--- src/rtl/dma_csr_bridge_if.sv ---
// AXI4-Lite slave bus bundle for the DMA CSR bridge, plus the CSR-side
// request/response types shared by the bridge and its CSR block.

package dma_csr_pkg;
  // Strobe and payload toward the DMA CSR block
  typedef struct packed {
    logic        csr_wr_en;
    logic [31:0] csr_waddr;
    logic [31:0] csr_wdata;
    logic        csr_rd_en;
  } csr_req_t;

  // Full 64-byte CSR window image returned by the CSR block
  typedef struct packed {
    logic [511:0] csr_rdata;
  } csr_resp_t;
endpackage

interface dma_csr_bridge_if;
  logic [31:0] awaddr;
  logic        awvalid;
  logic        awready;
  logic [31:0] wdata;
  logic [3:0]  wstrb;
  logic        wvalid;
  logic        wready;
  logic [1:0]  bresp;
  logic        bvalid;
  logic        bready;
  logic [31:0] araddr;
  logic        arvalid;
  logic        arready;
  logic [31:0] rdata;
  logic [1:0]  rresp;
  logic        rvalid;
  logic        rready;

  modport master (
    output awaddr, awvalid, wdata, wstrb, wvalid, bready, araddr, arvalid, rready,
    input  awready, wready, bresp, bvalid, arready, rdata, rresp, rvalid
  );

  modport slave (
    input  awaddr, awvalid, wdata, wstrb, wvalid, bready, araddr, arvalid, rready,
    output awready, wready, bresp, bvalid, arready, rdata, rresp, rvalid
  );
endinterface

--- src/rtl/dma_csr_bridge.sv ---
// AXI4-Lite to DMA CSR bridge. One transaction at a time; writes win over
// reads when both arrive together. Accesses outside the window, misaligned,
// or (for writes) with partial strobes get SLVERR with unchanged latency and
// never touch the CSR block.

module dma_csr_bridge
  import dma_csr_pkg::*;
#(
  parameter logic [31:0] BASE_ADDR = 32'h2004_0000,
  parameter int          WIN_BITS  = 6
) (
  input  logic                  clk,
  input  logic                  rst,
  dma_csr_bridge_if.slave       axi,
  output csr_req_t              csr_req,
  input  csr_resp_t             csr_resp
);

  localparam int IDX_W = WIN_BITS - 2;

  typedef enum logic [2:0] {
    IDLE, WR_EXEC, WR_RESP, RD_EXEC, RD_CAP, RD_RESP
  } state_t;

  state_t state_q, state_d;

  logic              idle, wr_hs, rd_hs;
  logic [31:0]       addr_p0;
  logic [31:0]       wdata_p0;
  logic              legal_p0;
  logic [31:0]       rdata_p2;

  // Inside the CSR window and word aligned
  function automatic logic addr_ok(input logic [31:0] a);
    return (a[31:WIN_BITS] == BASE_ADDR[31:WIN_BITS]) && (a[1:0] == 2'b00);
  endfunction

  // Pick one 32-bit register out of the window image
  function automatic logic [31:0] sel_word(input logic [511:0] img,
                                           input logic [IDX_W-1:0] idx);
    return img[32*idx +: 32];
  endfunction

  // Handshakes only in IDLE and never while reset is held
  assign idle  = (state_q == IDLE) && !rst;
  assign wr_hs = idle && axi.awvalid && axi.wvalid;
  assign rd_hs = idle && axi.arvalid && !(axi.awvalid && axi.wvalid);

  // State register
  always_ff @(posedge clk or posedge rst) begin
    if (rst) state_q <= IDLE;
    else     state_q <= state_d;
  end

  // Request capture (p0): address and write data, no reset needed
  always_ff @(posedge clk) begin
    if (wr_hs) begin
      addr_p0  <= axi.awaddr;
      wdata_p0 <= axi.wdata;
    end else if (rd_hs) begin
      addr_p0  <= axi.araddr;
    end
  end

  // Legality at handshake (p0) and read data capture in RD_CAP (p2)
  always_ff @(posedge clk or posedge rst) begin
    if (rst) begin
      legal_p0 <= 1'b0;
      rdata_p2 <= '0;
    end else begin
      if (wr_hs)      legal_p0 <= addr_ok(axi.awaddr) && (axi.wstrb == 4'hF);
      else if (rd_hs) legal_p0 <= addr_ok(axi.araddr);
      if (state_q == RD_CAP)
        rdata_p2 <= legal_p0 ? sel_word(csr_resp.csr_rdata, addr_p0[WIN_BITS-1:2]) : 32'h0;
    end
  end

  // Next state and all bus/CSR outputs
  always_comb begin
    state_d     = state_q;
    axi.awready = wr_hs;
    axi.wready  = wr_hs;
    axi.arready = rd_hs;
    axi.bvalid  = 1'b0;
    axi.bresp   = 2'b00;
    axi.rvalid  = 1'b0;
    axi.rresp   = 2'b00;
    axi.rdata   = 32'h0;
    csr_req     = '0;
    case (state_q)
      IDLE: begin
        if (wr_hs)      state_d = WR_EXEC;
        else if (rd_hs) state_d = RD_EXEC;
      end
      WR_EXEC: begin
        csr_req.csr_wr_en = legal_p0;
        if (legal_p0) begin
          csr_req.csr_waddr = addr_p0;
          csr_req.csr_wdata = wdata_p0;
        end
        state_d = WR_RESP;
      end
      WR_RESP: begin
        axi.bvalid = 1'b1;
        axi.bresp  = legal_p0 ? 2'b00 : 2'b10;
        if (axi.bready) state_d = IDLE;
      end
      RD_EXEC: begin
        csr_req.csr_rd_en = legal_p0;
        state_d = RD_CAP;
      end
      RD_CAP: begin
        state_d = RD_RESP;
      end
      RD_RESP: begin
        axi.rvalid = 1'b1;
        axi.rresp  = legal_p0 ? 2'b00 : 2'b10;
        axi.rdata  = rdata_p2;
        if (axi.rready) state_d = IDLE;
      end
      default: state_d = IDLE;
    endcase
  end

endmodule

--- src/flat_wrapper.sv ---
// flat-port wrapper written by rule: the top's interface ports become plain ports
module dma_csr_bridge_flat import dma_csr_pkg::*;
#(
  parameter logic [31:0] BASE_ADDR = 32'h2004_0000,
  parameter int          WIN_BITS  = 6
)
  (clk, rst, csr_req, csr_resp, axi_awaddr, axi_awvalid, axi_wdata, axi_wstrb, axi_wvalid, axi_bready, axi_araddr, axi_arvalid, axi_rready, axi_awready, axi_wready, axi_bresp, axi_bvalid, axi_arready, axi_rdata, axi_rresp, axi_rvalid);
  dma_csr_bridge_if axi_i ();
  input  logic clk;
  input  logic rst;
  output csr_req_t csr_req;
  input  csr_resp_t csr_resp;
  input wire logic [$bits(axi_i.awaddr)-1:0] axi_awaddr;
  input wire logic [$bits(axi_i.awvalid)-1:0] axi_awvalid;
  input wire logic [$bits(axi_i.wdata)-1:0] axi_wdata;
  input wire logic [$bits(axi_i.wstrb)-1:0] axi_wstrb;
  input wire logic [$bits(axi_i.wvalid)-1:0] axi_wvalid;
  input wire logic [$bits(axi_i.bready)-1:0] axi_bready;
  input wire logic [$bits(axi_i.araddr)-1:0] axi_araddr;
  input wire logic [$bits(axi_i.arvalid)-1:0] axi_arvalid;
  input wire logic [$bits(axi_i.rready)-1:0] axi_rready;
  output wire logic [$bits(axi_i.awready)-1:0] axi_awready;
  output wire logic [$bits(axi_i.wready)-1:0] axi_wready;
  output wire logic [$bits(axi_i.bresp)-1:0] axi_bresp;
  output wire logic [$bits(axi_i.bvalid)-1:0] axi_bvalid;
  output wire logic [$bits(axi_i.arready)-1:0] axi_arready;
  output wire logic [$bits(axi_i.rdata)-1:0] axi_rdata;
  output wire logic [$bits(axi_i.rresp)-1:0] axi_rresp;
  output wire logic [$bits(axi_i.rvalid)-1:0] axi_rvalid;
  assign axi_i.awaddr = axi_awaddr;
  assign axi_i.awvalid = axi_awvalid;
  assign axi_i.wdata = axi_wdata;
  assign axi_i.wstrb = axi_wstrb;
  assign axi_i.wvalid = axi_wvalid;
  assign axi_i.bready = axi_bready;
  assign axi_i.araddr = axi_araddr;
  assign axi_i.arvalid = axi_arvalid;
  assign axi_i.rready = axi_rready;
  assign axi_awready = axi_i.awready;
  assign axi_wready = axi_i.wready;
  assign axi_bresp = axi_i.bresp;
  assign axi_bvalid = axi_i.bvalid;
  assign axi_arready = axi_i.arready;
  assign axi_rdata = axi_i.rdata;
  assign axi_rresp = axi_i.rresp;
  assign axi_rvalid = axi_i.rvalid;
  dma_csr_bridge #(.BASE_ADDR(BASE_ADDR), .WIN_BITS(WIN_BITS)) u_core (.clk(clk), .rst(rst), .axi(axi_i), .csr_req(csr_req), .csr_resp(csr_resp));
endmodule
--- config.mk ---
export PLATFORM = sky130hd
export DESIGN_NAME = dma_csr_bridge_flat
export DESIGN_NICKNAME = d
export VERILOG_FILES = /design/src/rtl/dma_csr_bridge_if.sv /design/src/rtl/dma_csr_bridge.sv /design/src/flat_wrapper.sv
export SDC_FILE = /design/constraint.sdc
export NUM_CORES = 1
export LEC_CHECK = 0
export ABC_AREA = 1
export CORE_AREA = 3 3 281 283
export DETAILED_ROUTE_END_ITERATION = 12
export DIE_AREA = 0 0 284 286
export HOLD_SLACK_MARGIN = 0.08
export PLACE_DENSITY = 0.44
export SLEW_MARGIN = 15
export SYNTH_ARGS = -nofsm -noshare
export SYNTH_HDL_FRONTEND = slang
export SYNTH_SLANG_ARGS = --single-unit
--- constraint.sdc ---
create_clock -name clk -period 3.2 [get_ports clk]
set_clock_uncertainty 0.15 [all_clocks]
set_input_delay 0.96 -clock clk [delete_from_list [all_inputs] [get_ports clk]]
set_output_delay 0.96 -clock clk [all_outputs]
set_load 0.02 [all_outputs]
==> results.py, run 1 <==
metrics = {
    "global_routing": {
        "grt_pass1_vias": 13900,
        "track_usage_pct": 17.7,
        "grt_pass1_wl_mm": 104,
        "antenna_found_initial": 15,
        "gr-total-overflow": 0,
        "grt_max_degree": 131,
    },
    "power_and_ir_drop": {
        "powerDensity_nw_per_um2": 422,
        "ir_worst_vdd_v": 0.000294,
        "power_mw": 7.82,
        "leakagePower_nw": 8.22,
    },
    "setup_path": {
        "cp_data_arrival_time_ns": 2.01,
        "crit_family": "buffers and inverters",
        "crit_chain": "clkdlybuf4s50_1 > nand2_1 > nor3_4 > buf_6 > buf_4",
        "worstSetupPathType": "input pin to output port",
        "start_kind": "input pin",
        "max_stage_delay_ns": 0.47,
        "crit_slowest_cell": "clkdlybuf4s50_1",
        "path_max_fanout": 5,
        "cp_num_buf_inv": 3,
        "worstPathRequired_ns": 2.09,
        "critPathCaptureType": "output port",
    },
    "die": {
        "rows": 102,
        "start_util_pct": 13.1,
        "die_h_um": 286,
        "die_area_um2": 81200,
        "ios": 726,
        "die_w_um": 284,
        "core_um2": 77000,
    },
    "clocking": {
        "cts.sinks": 100,
        "worst_skew_pair.late_latency_ns": 0.36,
        "cts_root_buffer": "clkbuf_16",
        "htree_levels": 3,
        "cts_tree": "built",
        "clockBufferDepth": 2,
        "cts_inserted_buffers": 9,
        "cts.clk_slew.worst_paths_ns": 0.07,
    },
    "worst_hold_path": {
        "min_path_type": "flop to flop",
    },
    "drt": {
        "wl_per_cell_um": 21.5,
        "drcViolationCount": 0,
        "drt_iter0_markers": 760,
        "via_per_inst": 3.91,
        "dr.pass1.iters": 6,
        "routed_wl_mm": 74.8,
        "ant_nets": 0,
        "route.vias.total": 13600,
    },
    "layout": {
        "final_common_cell": "nand2_1",
        "regArea_um2": 2820,
        "final_nets": 3047,
        "fin_util_pct": 24.1,
        "layout-drive-gt1-share_pct": 4.44,
        "fillers": 8842,
        "multi_input_area_um2": 6110,
        "area_growth_pct": 83.7,
        "final_cell_mix": "nand2_1, clkdlybuf4s50_1, nand3_1, nor2_1, inv_1",
    },
    "synth": {
        "synth-seq-cells": 100,
        "syn_avg_cell_area_um2": 5.64,
        "synth.distinct_cells": 25,
        "seq_area_frac_synth_pct": 28.0,
        "yosys_warnings": 0,
        "synth_area_um2": 10100,
        "synth_cells": 1791,
    },
    "timing": {
        "setup_violations": 0,
        "grt_setup_unrepaired": "no",
        "fin_crit_ns": 3.12,
        "relSlewSlack_pct": 42.5,
        "tightest_slew_ns": 0.863,
        "fmax_ghz": 0.320,
        "hold_violations": 0,
        "slew_viol_final": 0,
        "timing.final.crit_share_pct": 97.6,
        "timing.final.ws_setup_ns": 0.0783,
    },
    "outcome": {
        "status": "finished, final reports clean",
    },
    "placement": {
        "io_buffers": 723,
        "gp_congestion": 0.876,
        "dp_slack_ns": -0.323,
        "dp_hpwl_mm": 60.0,
    },
    "run": {
        "drv_cap": 0,
    },
}
==> area by class of cell <==
cell class,instances,share of cell area (%)
repair buffers,763,41.5
multi-input cells,1478,33.0
flip-flops and latches,100,15.2
well taps,1040,7.01
inverters,76,1.60
clock buffers,9,1.21
clock inverters,7,0.364
diodes,11,0.148
==> Yosys cell counts, drive strengths merged <==
library cell / number / area share (%)
a21oi: 1 / 0.050
buf: 102 / 7.5
clkbuf: 36 / 1.3
conb: 1 / 0.037
dfrtp: 36 / 8.9
edfxtp: 64 / 19
inv: 76 / 2.9
nand2: 928 / 35
nand3: 396 / 20
nand4: 2 / 0.12
nor2: 132 / 5.0
nor3: 2 / 0.15
o21ai: 15 / 0.74
==> registers in the layout, indices dropped and copies added (netlist names) <==
signal           cells
u_core.legal_p0      1
u_core.rdata_p2     32
u_core.state_q       3
u_core.addr_p0      32
u_core.wdata_p0     32
==> tightest hold or removal path, stage by stage, from the launching register on <==
cell,delay (ns)
dfrtp_1,0.34
nand2_1,0.05
nand2_1,0.06
==> cell families after synthesis <==
group / synth area share, %
AND/OR/NAND/NOR: 59.5
other: 0.0371
flip-flops: 28.0
AO/OA/AOI/OAI: 0.793
buffers and inverters: 11.7
==> metrics by stage <==
step | cell area (µm²) | instances | hold slack, ns | TNS (ns)
6_report | 18600 | 3484 | 0.330 | 0
5_1_grt | 18500 | 3482 | 0.353 | 0
4_1_cts | 18500 | 3472 | 0.335 | 0
3_5_place_dp | 18300 | 3456 | 0.318 | -0.670
3_3_place_gp | 18300 | 3456 | 0.316 | -0.730
2_1_floorplan | 10100 | 1792 | 0.299 | 0
==> report_power, final <==
part           switching [mW]  total, mW  leakage (nW)  internal (mW)
registers               0.167       1.89          1.06           1.73
clock network           0.597       1.15         0.142          0.551
logic                    2.97       4.78          7.02           1.81
==> repair_timing <==
action / CTS / global route
buffers inserted: 0 / 1
cloned: 0 / 0
setup endpoints to repair: 65 / 2
resized for setup: 70 / 1
pin swaps: 0 / 1
hold buffers: 0 / 0
==> final timing paths <==
path / start / to / slack [ns] / cells past startpoint
setup / recovery: axi_wvalid / axi_wready / 0.08 / 5
hold / removal: u_core.rdata_p2[26] / u_core.rdata_p2[26] / 0.33 / 2
setup reg to reg: u_core.addr_p0[2] / u_core.rdata_p2[8] / 0.62 / 10
hold reg to reg: u_core.rdata_p2[26] / u_core.rdata_p2[26] / 0.33 / 2
max in group asynchronous: rst / u_core.rdata_p2[23] / 1.66 / 4
min in group asynchronous: rst / u_core.state_q[1] / 0.99 / 4
==> per-layer routing <==
layer | vias to the layer above | share of wire, % | GRT usage [%]
li1 | 6948 | - | -
met4 | 8 | 1.1 | 3.41
met2 | 419 | 50 | 31.3
met3 | 41 | 6.8 | 4.80
met5 | - | 0.068 | 0
met1 | 6218 | 42 | 21.4
(Power assumes the default switching activity.)
==> run 2, diff against run 1 <==
Settings changed: CTS_CLUSTER_SIZE set to 8.
==> results of run 2 <==
Final layout, timing and power as in run 1 (identical DEF).
==> run 3, diff against run 2 <==
Settings changed: CORE_AREA 3 3 281 283 to 3 3 283 285, DIE_AREA 0 0 284 286 to 0 0 286 288, DONT_BUFFER_PORTS set to 1, PLACE_DENSITY 0.44 to 0.31.
==> run 3 against run 2 <==
  * Worst setup slack better by 0.17 ns
  * Non-clock buffer count down 676
  * Final cell count fell by 20%
  * Die area grew 1.4%
  * Clock power barely moved
  * Fmax grew 5.6%
  * Sequential share of layout area increased by 9.0 points
  * Critical path type is now flop to output port
  * Clock-buffer cell count stayed put
  * Largest power group unchanged
==> results.py, run 3 (same netlist as run 1, synthesis figures left out) <==
metrics = {
    "outcome": {
        "status": "finished, final reports clean",
    },
    "setup_path": {
        "worstPathRequired_ns": 2.09,
        "crit_chain": "inv_1 > nor3_1 > inv_2 > buf_4 > nor2_1",
        "cp_data_arrival_time_ns": 1.85,
        "worstSetupPathType": "flop to output port",
        "max_stage_delay_ns": 0.45,
        "crit_slowest_cell": "dfrtp_1",
        "rr_endpoint": "u_core.rdata_p2[28]",
        "r2r_start": "u_core.addr_p0[2]",
        "start_kind": "flop",
        "crit_family": "simple AND/OR/NAND/NOR gates",
        "critPathCaptureType": "output port",
        "reg2reg_depth": 10,
        "r2r_setup_slack_ns": 0.75,
        "cp_num_buf_inv": 3,
        "path_max_fanout": 42,
    },
    "global_routing": {
        "grt_pass1_vias": 12100,
        "grt_pass1_wl_mm": 90.2,
        "gr-total-overflow": 0,
        "grt_max_degree": 82,
        "antenna_found_initial": 8,
        "track_usage_pct": 15.2,
    },
    "die": {
        "die_w_um": 286,
        "start_util_pct": 13.0,
        "die_area_um2": 82400,
        "core_um2": 77600,
        "die_h_um": 288,
        "rows": 102,
        "ios": 726,
    },
    "timing": {
        "tightest_slew_ns": 0.982,
        "relSlewSlack_pct": 34.3,
        "timing.final.crit_share_pct": 92.4,
        "setup_violations": 0,
        "slew_viol_final": 0,
        "fmax_ghz": 0.338,
        "setup-tns-final_ns": 0,
        "hold_violations": 0,
        "fin_crit_ns": 2.96,
        "grt_setup_unrepaired": "no",
    },
    "clocking": {
        "ctsHoldBuffers": 0,
        "cts_inserted_buffers": 9,
        "cts_setup_buffers": 0,
        "cts_root_buffer": "clkbuf_16",
        "cts_resized": 0,
        "cts_tree": "built",
        "cts.sinks": 100,
        "cts.clk_slew.worst_paths_ns": 0.08,
        "worst_skew_pair.late_latency_ns": 0.37,
        "clockBufferDepth": 2,
        "htree_levels": 3,
    },
    "drt": {
        "drt_iter0_markers": 856,
        "wl_per_cell_um": 23.5,
        "dr.pass1.iters": 5,
        "via_per_inst": 4.19,
        "routed_wl_mm": 65.9,
        "route.vias.total": 11700,
        "drcViolationCount": 0,
        "ant_nets": 0,
    },
    "layout": {
        "multi_input_area_um2": 6120,
        "regArea_um2": 2820,
        "fillers": 9307,
        "largestRegisters": "u_core.addr_p0 x32, u_core.rdata_p2 x32, u_core.wdata_p0 x32",
        "area_growth_pct": 15.5,
        "final_common_cell": "nand2_1",
        "layout-drive-gt1-share_pct": 6.77,
        "fin_util_pct": 15.0,
        "final_nets": 2371,
        "final_cell_mix": "nand2_1, nand3_1, nor2_1, buf_4, inv_1",
    },
    "placement": {
        "io_buffers": 0,
        "gp_congestion": 0.949,
        "dp_hpwl_mm": 54.5,
    },
    "power_and_ir_drop": {
        "seq_power_share_pct": 28.1,
        "power.switching_mw": 3.60,
        "swShare_pct": 52.1,
        "ir_worst_vdd_v": 0.000276,
        "powerDensity_nw_per_um2": 592,
        "combPwrFrac_pct": 55.3,
        "internal_power_mw": 3.31,
        "clkPwrFrac_pct": 16.6,
        "leakagePower_nw": 5.30,
    },
    "run": {
        "drv_cap": 0,
    },
    "worst_hold_path": {
        "min_to": "u_core.rdata_p2[25]",
        "min_from": "u_core.rdata_p2[25]",
        "hold_depth": 2,
        "min_path_type": "flop to flop",
    },
}
-- run 3: worst register-to-register path: cells and delay by family (launching register included) --
kind	cells	cell delay [ns]
DFF	1	0.50
buffers and inverters	2	0.70
and+or+nand+nor	8	1.05
-- run 3: routing by layer --
layer	vias to the layer above	share of wire [%]	track usage [%]	wire (µm)
li1	5577	-	-	-
met5	-	0.068	0	45
met1	5581	40	18.2	26300
met3	37	8.1	4.21	5350
met2	533	51	27.6	33500
met4	6	1.0	1.93	687
-- run 3: how the worst max path moves through the flow --
| stage | from | endpoint | depth (start not counted) |
|---|---|---|---|
| 2_1_floorplan | axi_awvalid | axi_wready | 5 |
| 6_report | u_core.state_q[0] | csr_req[40] | 5 |
| 3_3_place_gp | u_core.state_q[0] | csr_req[37] | 7 |
| 3_5_place_dp | rst | axi_arready | 3 |
| 4_1_cts | u_core.state_q[0] | csr_req[38] | 7 |
| 5_1_grt | u_core.state_q[0] | csr_req[35] | 7 |
-- run 3: per-stage QoR --
step,power (mW),instances,cell area [µm²],setup slack [ns],hold WS (ns)
4_1_cts,7.14,2797,11600,0.0783,0.336
5_1_grt,7.57,2797,11600,0.0533,0.355
2_1_floorplan,4.50,1792,10100,0.199,0.299
3_5_place_dp,5.93,2781,11400,0.435,0.315
3_3_place_gp,5.94,2781,11400,0.360,0.312
6_report,6.90,2802,11700,0.244,0.337
-- run 3: final cells by class --
cell class	instances	share of cell area (%)
diodes	5	0.107
inverters	76	2.53
repair buffers	87	7.00
clock buffers	9	1.93
flip-flops and latches	100	24.2
clock inverters	7	0.569
well taps	1040	11.2
multi-input cells	1478	52.5
-- run 3: power by group through the flow --
stage / combinational, mW / clock (mW) / sequential (mW)
after floorplan: 2.64 / 0 / 1.86
after global placement: 3.96 / 0 / 1.98
after detailed placement: 3.96 / 0 / 1.97
after CTS: 3.99 / 1.20 / 1.95
after global routing: 4.34 / 1.24 / 1.99
final: 3.82 / 1.14 / 1.94
